[src/rtl/dcache_pkg.sv]
// dcache_pkg: shared FSM encoding, line geometry and tag-width helper for the data cache.
package dcache_pkg;
    typedef enum logic [1:0] {
        IDLE      = 2'd0,
        WRITEBACK = 2'd1,
        FETCH     = 2'd2
    } state_e;

    localparam int OFFSET_BITS = 2;
    localparam int LINE_BYTES  = 4;

    function automatic int tag_width(input int addr_w, input int index_bits);
        return addr_w - index_bits - OFFSET_BITS;
    endfunction
endpackage

[src/rtl/dcache_line_array.sv]
// dcache_line_array: valid/dirty/tag/data storage of the direct-mapped cache.
// One shared index serves the combinational read, the byte write and the line fill.
module dcache_line_array
    import dcache_pkg::*;
#(
    parameter int INDEX_BITS = 3,
    parameter int TAG_W      = 3
) (
    input  logic                    clk_i,
    input  logic                    rst_ni,
    input  logic [INDEX_BITS-1:0]   idx_i,
    input  logic                    byte_we_i,
    input  logic [OFFSET_BITS-1:0]  byte_off_i,
    input  logic [7:0]              byte_i,
    input  logic                    fill_i,
    input  logic [TAG_W-1:0]        fill_tag_i,
    input  logic [8*LINE_BYTES-1:0] fill_line_i,
    output logic                    valid_o,
    output logic                    dirty_o,
    output logic [TAG_W-1:0]        tag_o,
    output logic [8*LINE_BYTES-1:0] line_o
);
    localparam int LINES = 1 << INDEX_BITS;

    logic [LINES-1:0]        valid_q, dirty_q;
    logic [TAG_W-1:0]        tag_q  [LINES];
    logic [8*LINE_BYTES-1:0] data_q [LINES];

    assign valid_o = valid_q[idx_i];
    assign dirty_o = dirty_q[idx_i];
    assign tag_o   = tag_q[idx_i];
    assign line_o  = data_q[idx_i];

    always_ff @(posedge clk_i or negedge rst_ni) begin
        if (!rst_ni) begin
            valid_q <= '0;
            dirty_q <= '0;
        end else if (fill_i) begin
            valid_q[idx_i] <= 1'b1;
            dirty_q[idx_i] <= 1'b0;
        end else if (byte_we_i) begin
            dirty_q[idx_i] <= 1'b1;
        end
    end

    // Tag and data storage survive reset; only the valid bits gate their use.
    always_ff @(posedge clk_i) begin
        if (fill_i) begin
            tag_q[idx_i]  <= fill_tag_i;
            data_q[idx_i] <= fill_line_i;
        end else if (byte_we_i) begin
            data_q[idx_i][{byte_off_i, 3'b000} +: 8] <= byte_i;
        end
    end
endmodule

[src/rtl/dcache_responder.sv]
// dcache_responder: direct-mapped write-back/write-allocate data cache between CPU and word memory.
// Define DCACHE_STATS_EN to add saturating HIT_COUNT/MISS_COUNT outputs.
module dcache_responder
    import dcache_pkg::*;
#(
    parameter int ADDR_W     = 8,
    parameter int INDEX_BITS = 3
) (
    input  logic                        CLK,
    input  logic                        RESET,
    input  logic                        READ,
    input  logic                        WRITE,
    input  logic [ADDR_W-1:0]           ADDRESS,
    input  logic [7:0]                  WRITEDATA,
    output logic [7:0]                  READDATA,
    output logic                        BUSYWAIT,
    output logic                        MEM_READ,
    output logic                        MEM_WRITE,
    output logic [ADDR_W-OFFSET_BITS-1:0] MEM_ADDRESS,
    output logic [8*LINE_BYTES-1:0]     MEM_WRITEDATA,
    input  logic [8*LINE_BYTES-1:0]     MEM_READDATA,
    input  logic                        MEM_BUSYWAIT
`ifdef DCACHE_STATS_EN
    ,
    output logic [15:0]                 HIT_COUNT,
    output logic [15:0]                 MISS_COUNT
`endif
);
    localparam int TAG_W = tag_width(ADDR_W, INDEX_BITS);

    state_e                  state_q;
    logic [INDEX_BITS-1:0]   idx_q;
    logic [TAG_W-1:0]        tag_q;
    logic                    mem_read_q, mem_write_q;
    logic [ADDR_W-OFFSET_BITS-1:0] mem_addr_q;
    logic [8*LINE_BYTES-1:0] wdata_q;

    logic [TAG_W-1:0]        a_tag, l_tag;
    logic [INDEX_BITS-1:0]   a_idx, arr_idx;
    logic [OFFSET_BITS-1:0]  a_off;
    logic                    idle, req, hit, l_valid, l_dirty;
    logic [8*LINE_BYTES-1:0] l_line;

    assign a_tag   = ADDRESS[ADDR_W-1 -: TAG_W];
    assign a_idx   = ADDRESS[INDEX_BITS+OFFSET_BITS-1:OFFSET_BITS];
    assign a_off   = ADDRESS[OFFSET_BITS-1:0];
    assign idle    = state_q == IDLE;
    assign req     = READ | WRITE;
    assign arr_idx = idle ? a_idx : idx_q;
    assign hit     = idle && l_valid && l_tag == a_tag;

    assign READDATA      = (hit && READ && !WRITE) ? l_line[{a_off, 3'b000} +: 8] : 8'h00;
    assign BUSYWAIT      = RESET && (!idle || (req && !hit));
    assign MEM_READ      = mem_read_q;
    assign MEM_WRITE     = mem_write_q;
    assign MEM_ADDRESS   = mem_addr_q;
    assign MEM_WRITEDATA = wdata_q;

    dcache_line_array #(
        .INDEX_BITS(INDEX_BITS),
        .TAG_W     (TAG_W)
    ) u_lines (
        .clk_i      (CLK),
        .rst_ni     (RESET),
        .idx_i      (arr_idx),
        .byte_we_i  (hit && WRITE),
        .byte_off_i (a_off),
        .byte_i     (WRITEDATA),
        .fill_i     (state_q == FETCH && !MEM_BUSYWAIT),
        .fill_tag_i (tag_q),
        .fill_line_i(MEM_READDATA),
        .valid_o    (l_valid),
        .dirty_o    (l_dirty),
        .tag_o      (l_tag),
        .line_o     (l_line)
    );

    // Index/tag are captured at miss entry so the fill ignores any later ADDRESS change.
    always_ff @(posedge CLK or negedge RESET) begin
        if (!RESET) begin
            state_q     <= IDLE;
            idx_q       <= '0;
            tag_q       <= '0;
            mem_read_q  <= 1'b0;
            mem_write_q <= 1'b0;
            mem_addr_q  <= '0;
            wdata_q     <= '0;
        end else begin
            case (state_q)
                IDLE: if (req && !hit) begin
                    idx_q <= a_idx;
                    tag_q <= a_tag;
                    if (l_valid && l_dirty) begin
                        state_q     <= WRITEBACK;
                        mem_write_q <= 1'b1;
                        mem_addr_q  <= {l_tag, a_idx};
                        wdata_q     <= l_line;
                    end else begin
                        state_q    <= FETCH;
                        mem_read_q <= 1'b1;
                        mem_addr_q <= {a_tag, a_idx};
                    end
                end
                WRITEBACK: if (!MEM_BUSYWAIT) begin
                    state_q     <= FETCH;
                    mem_write_q <= 1'b0;
                    mem_read_q  <= 1'b1;
                    mem_addr_q  <= {tag_q, idx_q};
                    wdata_q     <= '0;
                end
                FETCH: if (!MEM_BUSYWAIT) begin
                    state_q    <= IDLE;
                    mem_read_q <= 1'b0;
                    mem_addr_q <= '0;
                end
                default: state_q <= IDLE;
            endcase
        end
    end

`ifdef DCACHE_STATS_EN
    logic [15:0] hit_cnt_q, miss_cnt_q;

    always_ff @(posedge CLK or negedge RESET) begin
        if (!RESET) begin
            hit_cnt_q  <= '0;
            miss_cnt_q <= '0;
        end else begin
            if (req && hit && hit_cnt_q != 16'hFFFF) hit_cnt_q <= hit_cnt_q + 16'd1;
            if (idle && req && !hit && miss_cnt_q != 16'hFFFF) miss_cnt_q <= miss_cnt_q + 16'd1;
        end
    end

    assign HIT_COUNT  = hit_cnt_q;
    assign MISS_COUNT = miss_cnt_q;
`endif
endmodule

[config.mk]
export PLATFORM = sky130hd
export DESIGN_NAME = dcache_responder
export DESIGN_NICKNAME = d
export VERILOG_FILES = /design/src/rtl/dcache_pkg.sv /design/src/rtl/dcache_line_array.sv /design/src/rtl/dcache_responder.sv
export SDC_FILE = /design/constraint.sdc
export NUM_CORES = 1
export LEC_CHECK = 0
export ABC_AREA = 1
export CELL_PAD_IN_SITES_DETAIL_PLACEMENT = 0
export CELL_PAD_IN_SITES_GLOBAL_PLACEMENT = 1
export CORE_MARGIN = 2
export CORE_UTILIZATION = 42
export CTS_BUF_LIST = sky130_fd_sc_hd__clkbuf_8
export CTS_CLUSTER_DIAMETER = 30
export DETAILED_ROUTE_END_ITERATION = 10
export PLACE_DENSITY_LB_ADDON = 0.3
export SLEW_MARGIN = 20
export SYNTH_ARGS = -nofsm -noshare
export SYNTH_HDL_FRONTEND = slang
export SYNTH_SLANG_ARGS = --single-unit
export TNS_END_PERCENT = 50
[constraint.sdc]
create_clock -name CLK -period 3.7 [get_ports CLK]
set_clock_uncertainty 0.2 [all_clocks]
set_input_delay 0.555 -clock CLK [delete_from_list [all_inputs] [get_ports CLK]]
set_output_delay 0.555 -clock CLK [all_outputs]
set_load 0.05 [all_outputs]
# After elaboration in Yosys (flattened, before gate mapping)
# Memory sizes are Yosys's and may differ from the RTL's.
# Index checks and enable logic that the tools add are counted.
# totals
reg_bits,64
ramBits,280
in_bits,53
out_inout_bits,49
elab_cells,155
memories,2
# mem_list
memory,words,width,read_ports,rd_clocked_by_memory_dff,write_ports,line,text
u_lines.data_q,8,32,1,0,1,dcache_line_array.sv:27,logic [8*LINE_BYTES-1:0] data_q [LINES];
u_lines.tag_q,8,3,1,0,1,dcache_line_array.sv:26,logic [TAG_W-1:0] tag_q [LINES];
# op_classes
addsub,1
n_lt_le_gt_ge,2
n_eq_ne,8
n_shift,3
n_mux,69
n_bitwise,37
n_reduce_logical,24
# op_table
op,n
$mux 32,4
$pmux 32 s2,1
$mux 1,45
$or 1x1->1,33
$shift 8x7->32 const A,1
$shiftx 32x6->8,1
$shiftx 8x7->32,1
$mux 6,4
$mux 8,3
$pmux 6 s3,1
$or 8x8->8,2
$logic_and 1x1->1,10
$and 8x8->8,1
$mux 2,4
$not 8->8,1
$reduce_and 4->1,2
$neg 5->7,1
$bmux 1 s3,2
$ne 2x2->1 const B,3
$pmux 2 s3,1
$reduce_and 5->1,1
$logic_not 1->1,4
$lt 3x4->1 const B,1
$ne 2x1->1 const B,2
14 further kinds,15

# Depth between registers and ports, before layout
# Gate-level depths: netlist (run 1).
# logic_depth
ltp_word,11
mapped_depth,23
depth_no_buf,20

# Cells and area by module
# Synthesis (run 1) repeated with hierarchy kept, for this count alone.
# unflattened
hier_cells,1682
hier_area_um2,15667.5
# modules_own_cells
module,instances,cells_per_inst,area_per_inst_um2,seq_area_each_um2
dcache_line_array,1,1352,13078.8,8808.4
dcache_responder,1,330,2588.7,1201.2

# Worst setup path after synthesis (run 1)
# No wires, ideal clock.
# synth_path
path_kind,register to output
startpoint,register state_q[0]
endpoint,output READDATA[4]
arrival_time_ns,3.287
t_required_ns,2.945
path_slack_ns,-0.342
path_stages_with_launch,16
n_path_buf,4
cell_sequence,dfrtp_1 inv_1 ha_1 buf_4 nand2_1 nand2_2 buf_4 nand2_1 clkbuf_1 clkbuf_1 nor2_1 nor4_1 nand2_1 inv_1 a21oi_1 nor3_1
# synth_between
elab_chain_len,9
elab_cells_between_ends,13
cone_classes,eq/ne (1); shift (1); mux (4); reduce/logical (5); memory (2)
# synth_lines
item,line,text
start: declaration,dcache_responder.sv:31,state_e state_q;
start signal: assignment,dcache_responder.sv:81,state_q <= IDLE;
start signal: assignment,dcache_responder.sv:94,state_q <= WRITEBACK;
start signal: assignment,dcache_responder.sv:99,state_q <= FETCH;
$logic_not 2->1 (*),dcache_responder.sv:47,assign idle = state_q == IDLE;
"parallel branches: the longest is 7 deep, another holds $mem_v2 8x32",--,
$mux 8 (*),dcache_responder.sv:52,"assign READDATA = (hit && READ && !WRITE) ? l_line[{a_off, 3'b000} +: 8] : 8'h00;"
end: declaration,dcache_responder.sv:15,"output logic [7:0] READDATA,"
# Mark *: on every way between the ends. The select of a mux whose other input is x is not followed.

# Final worst setup path (run 1)
# layout_path
startpoint,register state_q[1]
endpoint,output READDATA[6]
# Same word-level chain as after synthesis.

==> summary.txt, run 1 <==
Place
  • Dpl ws: -263 ps
  • Placed cells: 2,040
  • Placer Congestion: approximately 0.85
  • HPWL Detailed: ~31,000 µm
  • I/O Buffers: ~100

Run status
  • Failing checks: negative hold slack, negative setup slack
  • Status: finished, violations left

Synthesis
  • Synth warnings: 0
  • Most common cell in the netlist: nand2_1
  • Register area share after synthesis: 0.682
  • Synth unique cells: 39
  • Cell taking the most area after synthesis: edfxtp_1
  • Gate Count Post-Synth: approximately 1,300
  • Asr flop ratio synth: 0.186
  • Syn_area_per_cell: approximately 11 µm²
  • Area fraction of the dominant cell type after synthesis: 0.573
  • Number of flops mapped to enable cells by yosys: 280
  • Synth area leaders: edfxtp_1 57%, dfrtp_1 11%, nand2_1 8.1%, nor2_1 3.2%, o22ai_1 3.1%
  • Primary FF master, synth: edfxtp_1
  • Synthesized area: 14,700 µm²
  • Syn_nets: 1,367
  • #FFs+latches synth: between 300 and 400
  • Most frequent cells after synthesis: 316 x nand2_1, 280 x edfxtp_1, 124 x nor2_1

Clock network
  • Num CTS Buffers: between 70 and 80
  • Clk buf depth: 3
  • CTS tree: done
  • Worst skew pair latency: 610 ps
  • CTS Root Cell: clkbuf_8
  • Clk sinks: about 340
  • Clock Pin Slew Worst Setup and Hold Paths: roughly 50 ps
  • H-tree Lvls: 3

Route
  • Routed Antenna Nets: 0
  • Post-route DRC: 0
  • Vias/cell: about 5.2
  • WL final: between 40,000 and 50,000 µm
  • Initial DRC count: 967
  • DR vias: approximately 12,000
  • Initial DRT Pass Iterations: 6
  • DR WL/cell: just over 20 µm

Pwr
  • Switching power: about 7500 µW
  • Power density cells: roughly 930 nW/µm²
  • Lkg Pwr: ~0.0089 µW
  • Int Pwr: roughly 12,000 µW
  • Clk network pwr share: 0.238
  • Comb pwr share: 0.497
  • Design Power: ~20,000 µW
  • Sw frac: 0.382
  • Worst vdd ir: roughly 0.65 mV
  • Flop pwr share: 0.265

Floorplanning
  • Core area: about 34,000 µm²
  • Die width: approximately 190 µm
  • IO Pins: slightly above 100
  • Rows: between 60 and 70
  • Die span in y: about 190 µm
  • Initial Util: 0.426
  • Die area: around 36,000 µm²

Global route
  • First-pass GRT wire length: 67,500 µm
  • GRT Util Overall: 0.251
  • Vias in the first global route: about 12,000
  • Initial antenna violation count: 0
  • Largest net degree at the start of global routing: 65
  • Grt total ovfl: 0

Critical path
  • Element type at the critical path end: primary output
  • Startpoint Class: register
  • Req. time, crit path: 2940 ps
  • Worst r2r dst: MEM_WRITEDATA[1]
  • Arrival @ worst endpoint: 3220 ps
  • Worst r2r src: state_q[1]
  • R2R depth: 28
  • CP Class: register to primary output
  • R2r setup slk: -210 ps
  • Worst-path fanout max: 8

Cells and area
  • Area growth, synth to finish: 44.1%
  • Layout cell share with drive strength beyond 1: 0.324
  • Fin cells: 2,237
  • Fill cells: ~2,800
  • Register area: between 10,000 and 15,000 µm²
  • Diodes inserted: 0
  • Area of the multi-input gates: between 4000 and 5000 µm²
  • Final #Nets: around 1,800

Min path
  • Worst hold-check path type: primary input to async pin

Run
  • Maximum Capacitance Violations: 0

STA
  • Tmin final: a little under 4000 ps
  • Rel. slew slack: 0.403
  • FMAX: approximately 250 MHz
  • Setup TNS: -2090 ps
  • RSZ-0062 raised after global routing: yes
  • Tcrit/Tclk final: 1.07
  • Setup violators final: 11
  • Max-slew violation count: 0
  • Hold slack: -19.2 ps
  • Worst-Margin Slew: ~900 ps
  • Final setup margin: -277 ps
  • Hold Vio Cnt, Final: 4
-- critical path: stages (launching register included) --
cell and delay [ps]:
dfrtp_1 390, inv_2 90, ha_4 170, buf_8 150, nand2_4 80, nand2_8 110, buf_8 150, nand2_4 70
buf_12 150, buf_4 170, buf_4 130, inv_1 100, nand2_2 80, nand4_1 170, o211ai_1 150, a21oi_2 280
buf_12 180
-- kinds of logic (layout without fill, tap and decap cells) --
| family | Yosys count | after routing | synth area share |
|---|---|---|---|
| flops | 344 | 344 | 0.682 |
| simple gates | 563 | 563 | 0.165 |
| buf+inv | 172 | 649 | 0.0494 |
| compound gates | 217 | 217 | 0.0961 |
| fa+ha+maj | 9 | 9 | 0.00767 |
-- metrics by stage --
| step | instance area [µm²] | utilization |
|---|---|---|
| detailed placement | 18300 | 0.530 |
| finish | 21100 | 0.614 |
| CTS | 20900 | 0.607 |
| global placement | 18300 | 0.530 |
| global route | 21100 | 0.614 |
| floorplan | 14700 | - |
-- worst max path at each step --
stage                from          end  slack (ps)  depth (start not counted)
6_report       state_q[1]  READDATA[6]        -280                         16
5_1_grt        state_q[0]  READDATA[6]        -380                         16
4_1_cts        state_q[1]  READDATA[6]        -240                         16
3_5_place_dp   ADDRESS[4]  READDATA[4]        -260                         17
3_3_place_gp   ADDRESS[4]  READDATA[4]        -250                         17
2_1_floorplan  state_q[0]  READDATA[3]        -320                         15
-- repair_timing --
item | in CTS | in global routing
hold buffers | 0 | 0
gates cloned | 3 | 0
buffers inserted | 56 | 6
endpoints found under the setup margin | 9 | 11
resized for setup | 117 | 52
hold endpoints to repair | 0 | 0
pin swaps | 32 | 31
-- final cells by class --
type / count / share of cell area
clock buffers: 80 / 0.0521
clock inverters: 53 / 0.0284
inverters: 118 / 0.0216
multi-input cells: 789 / 0.208
flip-flops and latches: 344 / 0.473
well taps: 455 / 0.0269
repair buffers: 398 / 0.189
-- power groups by stage --
stage	clock, µW	sequential, µW	combinational (µW)
2_1_floorplan	0	5880	3350
3_3_place_gp	0	5230	7910
3_5_place_dp	0	5240	7980
4_1_cts	4710	5180	9390
5_1_grt	4880	5240	10400
6_report	4650	5180	9730
-- per-layer routing --
| metal | vias up | part of all wire | track usage |
|---|---|---|---|
| met5 | - | 0 | 0 |
| met4 | 0 | 0.025 | 0.0811 |
| met3 | 79 | 0.070 | 0.0459 |
| met2 | 454 | 0.47 | 0.406 |
| met1 | 5688 | 0.43 | 0.344 |
| li1 | 5414 | - | - |
-- state kept, by name (all words and copies together), names as in the netlist, named ones only --
register         count
u_lines.data_q     256
MEM_WRITEDATA       32
u_lines.tag_q       24
u_lines.valid_q      8
MEM_ADDRESS          6
idx_q                3
tag_q                3
state_q              2
MEM_READ             1
MEM_WRITE            1
-- layout by cell type (no fill, tap or decap), types with 17 or more instances in the layout --
cell,netlist,final
o22a_1,19,19
nor2_1,124,105
nand3_1,45,42
nand2_4,6,21
o21ai_0,61,53
o21ai_2,32,35
edfxtp_1,280,280
buf_12,0,51
clkbuf_8,0,80
nand4_1,17,17
nand2_2,11,18
nand2_1,316,290
o22ai_1,72,66
clkdlybuf4s50_1,0,91
inv_1,110,117
dfrtp_1,64,64
buf_4,8,231
No activity file was read; power rests on OpenSTA's default activity.
==> run 2: changes to the inputs <==
--- a/config.mk
+++ b/config.mk
@@ -14,7 +14,6 @@
 export CTS_CLUSTER_DIAMETER = 30
 export DETAILED_ROUTE_END_ITERATION = 10
 export PLACE_DENSITY_LB_ADDON = 0.3
-export SLEW_MARGIN = 20
 export SYNTH_ARGS = -nofsm -noshare
 export SYNTH_HDL_FRONTEND = slang
 export SYNTH_SLANG_ARGS = --single-unit
==> results of run 2 <==
No change in the layout: final DEF, timing and power equal those of run 1.
==> run 3: changes to the inputs <==
--- a/config.mk
+++ b/config.mk
@@ -6,8 +6,6 @@
 export NUM_CORES = 1
 export LEC_CHECK = 0
 export ABC_AREA = 1
-export CELL_PAD_IN_SITES_DETAIL_PLACEMENT = 0
-export CELL_PAD_IN_SITES_GLOBAL_PLACEMENT = 1
 export CORE_MARGIN = 2
 export CORE_UTILIZATION = 42
 export CTS_BUF_LIST = sky130_fd_sc_hd__clkbuf_8
==> constraint.sdc (replaced) <==
create_clock -name CLK -period 5 [get_ports CLK]
set_clock_uncertainty 0.2 [all_clocks]
set_input_delay 1 -clock CLK [delete_from_list [all_inputs] [get_ports CLK]]
set_output_delay 1 -clock CLK [all_outputs]
set_load 0.05 [all_outputs]
==> run 3 against run 2 <==
Net effect:
- die area is the same
- the flow now finishes without violations
- critical endpoint is now READDATA[0]
- first-iteration DRC count decreased by 4.6%
- routed wire length decreased by 8.8%
- utilization shrank 9.4 points
==> summary.txt, run 3 (synthesis results as in run 1) <==
Run status
  • Status: finished clean

Cells and area
  • Most frequent cells in the layout: 313 x nand2_1, 280 x edfxtp_1, 125 x inv_1
  • Reg with most FFs: u_lines.data_q
  • Diodes inserted: 0 (unchanged)
  • Fin util: 0.520 (-0.0936)
  • Layout cell share with drive strength beyond 1: 0.156 (-0.168)
  • Fin cells: 1,978 (-12%)
  • Commonest non-fill, non-tap cell in the layout: nand2_1
  • Max reg flops: 256 (unchanged)
  • Final #Nets: 1,534 (-14%)
  • Area growth, synth to finish: 22.1%

Critical path
  • Cells along the critical path: clkdlybuf4s50_1 -> inv_1 -> nand2_1 -> nand2_2 -> nand2_2 -> buf_12 -> nor2_1 -> nor4_1 -> nand3b_1 -> inv_1 -> nand2_1 -> nand3_1 -> nand2_1 -> nor2_1 -> buf_4 -> buf_4
  • CP Class: primary input to primary output
  • Highest-delay cell along the critical path: clkdlybuf4s50_1
  • Most used cell, CP: nand2_1
  • Arrival @ worst endpoint: 3770 ps (+550 ps)
  • Worst path top cell family by delay: simple AND/OR/NAND/NOR gates
  • Element type at the critical path end: primary output
  • Worst-path fanout max: 18 (+10)
  • R2r setup slk: 1220 ps (+1430 ps)
  • Worst path buffer plus inverter count: 6 (-2)
  • R2R depth: 19 (-32%)
  • Startpoint Class: primary input
  • Slowest cell delay on critical path: 540 ps (+150 ps)
  • Req. time, crit path: 3800 ps (+860 ps)
  • Critical Path Stages: 16 (unchanged)

Clock network
  • Clock Pin Slew Worst Setup and Hold Paths: 50 ps (about the same)
  • CTS tree: done
  • CTS Root Cell: clkbuf_8
  • Num CTS Buffers: 69 (-5.5%)
  • Clk sinks: 344 (unchanged)
  • Postcts setup bufs: 0 (-100%)
  • # hold bufs at CTS: 0 (unchanged)
  • Worst skew pair latency: 590 ps (-20 ps)
  • Clk buf depth: 3 (unchanged)
  • H-tree Lvls: 3 (unchanged)

Route
  • DR WL/cell: 20.7 µm (+3.1%)
  • Routed Antenna Nets: 0 (unchanged)
  • WL final: 41,000 µm (-8.8%)
  • Vias/cell: 5.32 (+2.4%)
  • Initial DRT Pass Iterations: 5 (-1)
  • DR vias: 10,500 (-9.5%)
  • Post-route DRC: 0 (unchanged)
  • Initial DRC count: 923 (-4.6%)

Global route
  • GRT Util Overall: 0.226 (-0.0251)
  • Vias in the first global route: 10,300 (-10%)
  • First-pass GRT wire length: 61,300 µm (-9.1%)
  • Initial antenna violation count: 0 (unchanged)
  • Grt total ovfl: 0 (unchanged)
  • Largest net degree at the start of global routing: 65 (unchanged)

Min path
  • Hold Path Cell Cnt: 1
  • Worst hold-check path type: register to register

STA
  • Rel. slew slack: 0.366 (-0.0366)
  • Tcrit/Tclk final: 0.994
  • Worst-Margin Slew: 951 ps (+54.9 ps)
  • Tmin final: a little under 5000 ps
  • RSZ-0062 raised after global routing: yes
  • FMAX: a little over 200 MHz
  • Setup TNS: 0 ps (+2090 ps)
  • Hold Vio Cnt, Final: 0 (-4)
  • Setup violators final: 0 (-11)
  • Max-slew violation count: 0 (unchanged)

Pwr
  • Worst vdd ir: 0.360 mV (-44%)
  • Power density cells: 650 nW/µm² (-30%)
  • Lkg Pwr: 0.00726 µW (-19%)

Run
  • Maximum Capacitance Violations: 0 (unchanged)

Floorplanning
  • Core area: 34,500 µm² (unchanged)
  • Die width: 191 µm (unchanged)
  • Rows: 68 (unchanged)
  • IO Pins: 102 (unchanged)
  • Die span in y: 191 µm (unchanged)
  • Initial Util: 0.426 (unchanged)
  • Die area: 36,500 µm² (unchanged)

Place
  • Placed cells: 1,855 (-9.1%)
  • Placer Congestion: 0.903 (+6.8%)
  • HPWL Detailed: 27,800 µm (-11%)
  • I/O Buffers: 101 (unchanged)
## run 3: what timing repair did
item	in CTS	in global routing
resized for setup	1	15
endpoints found under the setup margin	1	8
cloned	0	1
## run 3: metrics by stage
stage	power, µW	instance area [µm²]	setup slack, ps	hold slack [ps]
5_1_grt	12300	17900	-75.6	286
3_3_place_gp	8670	16500	-43.7	260
2_1_floorplan	6830	14700	306	240
4_1_cts	11600	17800	49.5	267
3_5_place_dp	8720	16500	-13.9	255
6_report	11600	17900	29.4	270
## run 3: path summary, 6_finish.rpt
| kind | from | endpoint |
|---|---|---|
| worst max-delay path | ADDRESS[2] | READDATA[0] |
| worst min-delay path | u_lines.valid_q[1] | u_lines.valid_q[1] |
| worst max register to register | state_q[0] | u_lines.data_q[2][28] |
| worst min register to register | u_lines.valid_q[1] | u_lines.valid_q[1] |
| max in group asynchronous | RESET | MEM_WRITE |
| min in group asynchronous | RESET | MEM_WRITEDATA[17] |
## run 3: final cells by class
cell class                 count  area (µm²)
clock buffer                  75        1030
tap                          455         569
multi-input combinational    789        3990
timing repair buffer         150        1520
fill                        3033       16500
inverter                     118         443
clock inverter                47         357
sequential                   344       10000
## run 3: power by group
group	switching (µW)	internal, µW	leakage [µW]
sequential	222	3610	0.00330
combinational	3360	1580	0.00320
clock	1220	1650	0.000755
## run 3: routing by layer
metal | part of all wire | wire [µm] | vias to the layer above | global-route usage
met3 | 0.084 | 3440 | 80 | 0.0380
li1 | - | - | 4883 | -
met5 | 0 | 0 | - | 0
met1 | 0.43 | 17600 | 5071 | 0.318
met4 | 0.027 | 1090 | 0 | 0.0739
met2 | 0.46 | 18900 | 498 | 0.358
## run 3: worst reg2reg max path: cells and delay by family, from the launching register on
| family | cells | cell delay, ps |
|---|---|---|
| DFF | 1 | 390 |
| buffers and inverters | 5 | 1040 |
| adders and majority gates | 1 | 220 |
| and+or+nand+nor | 13 | 1590 |
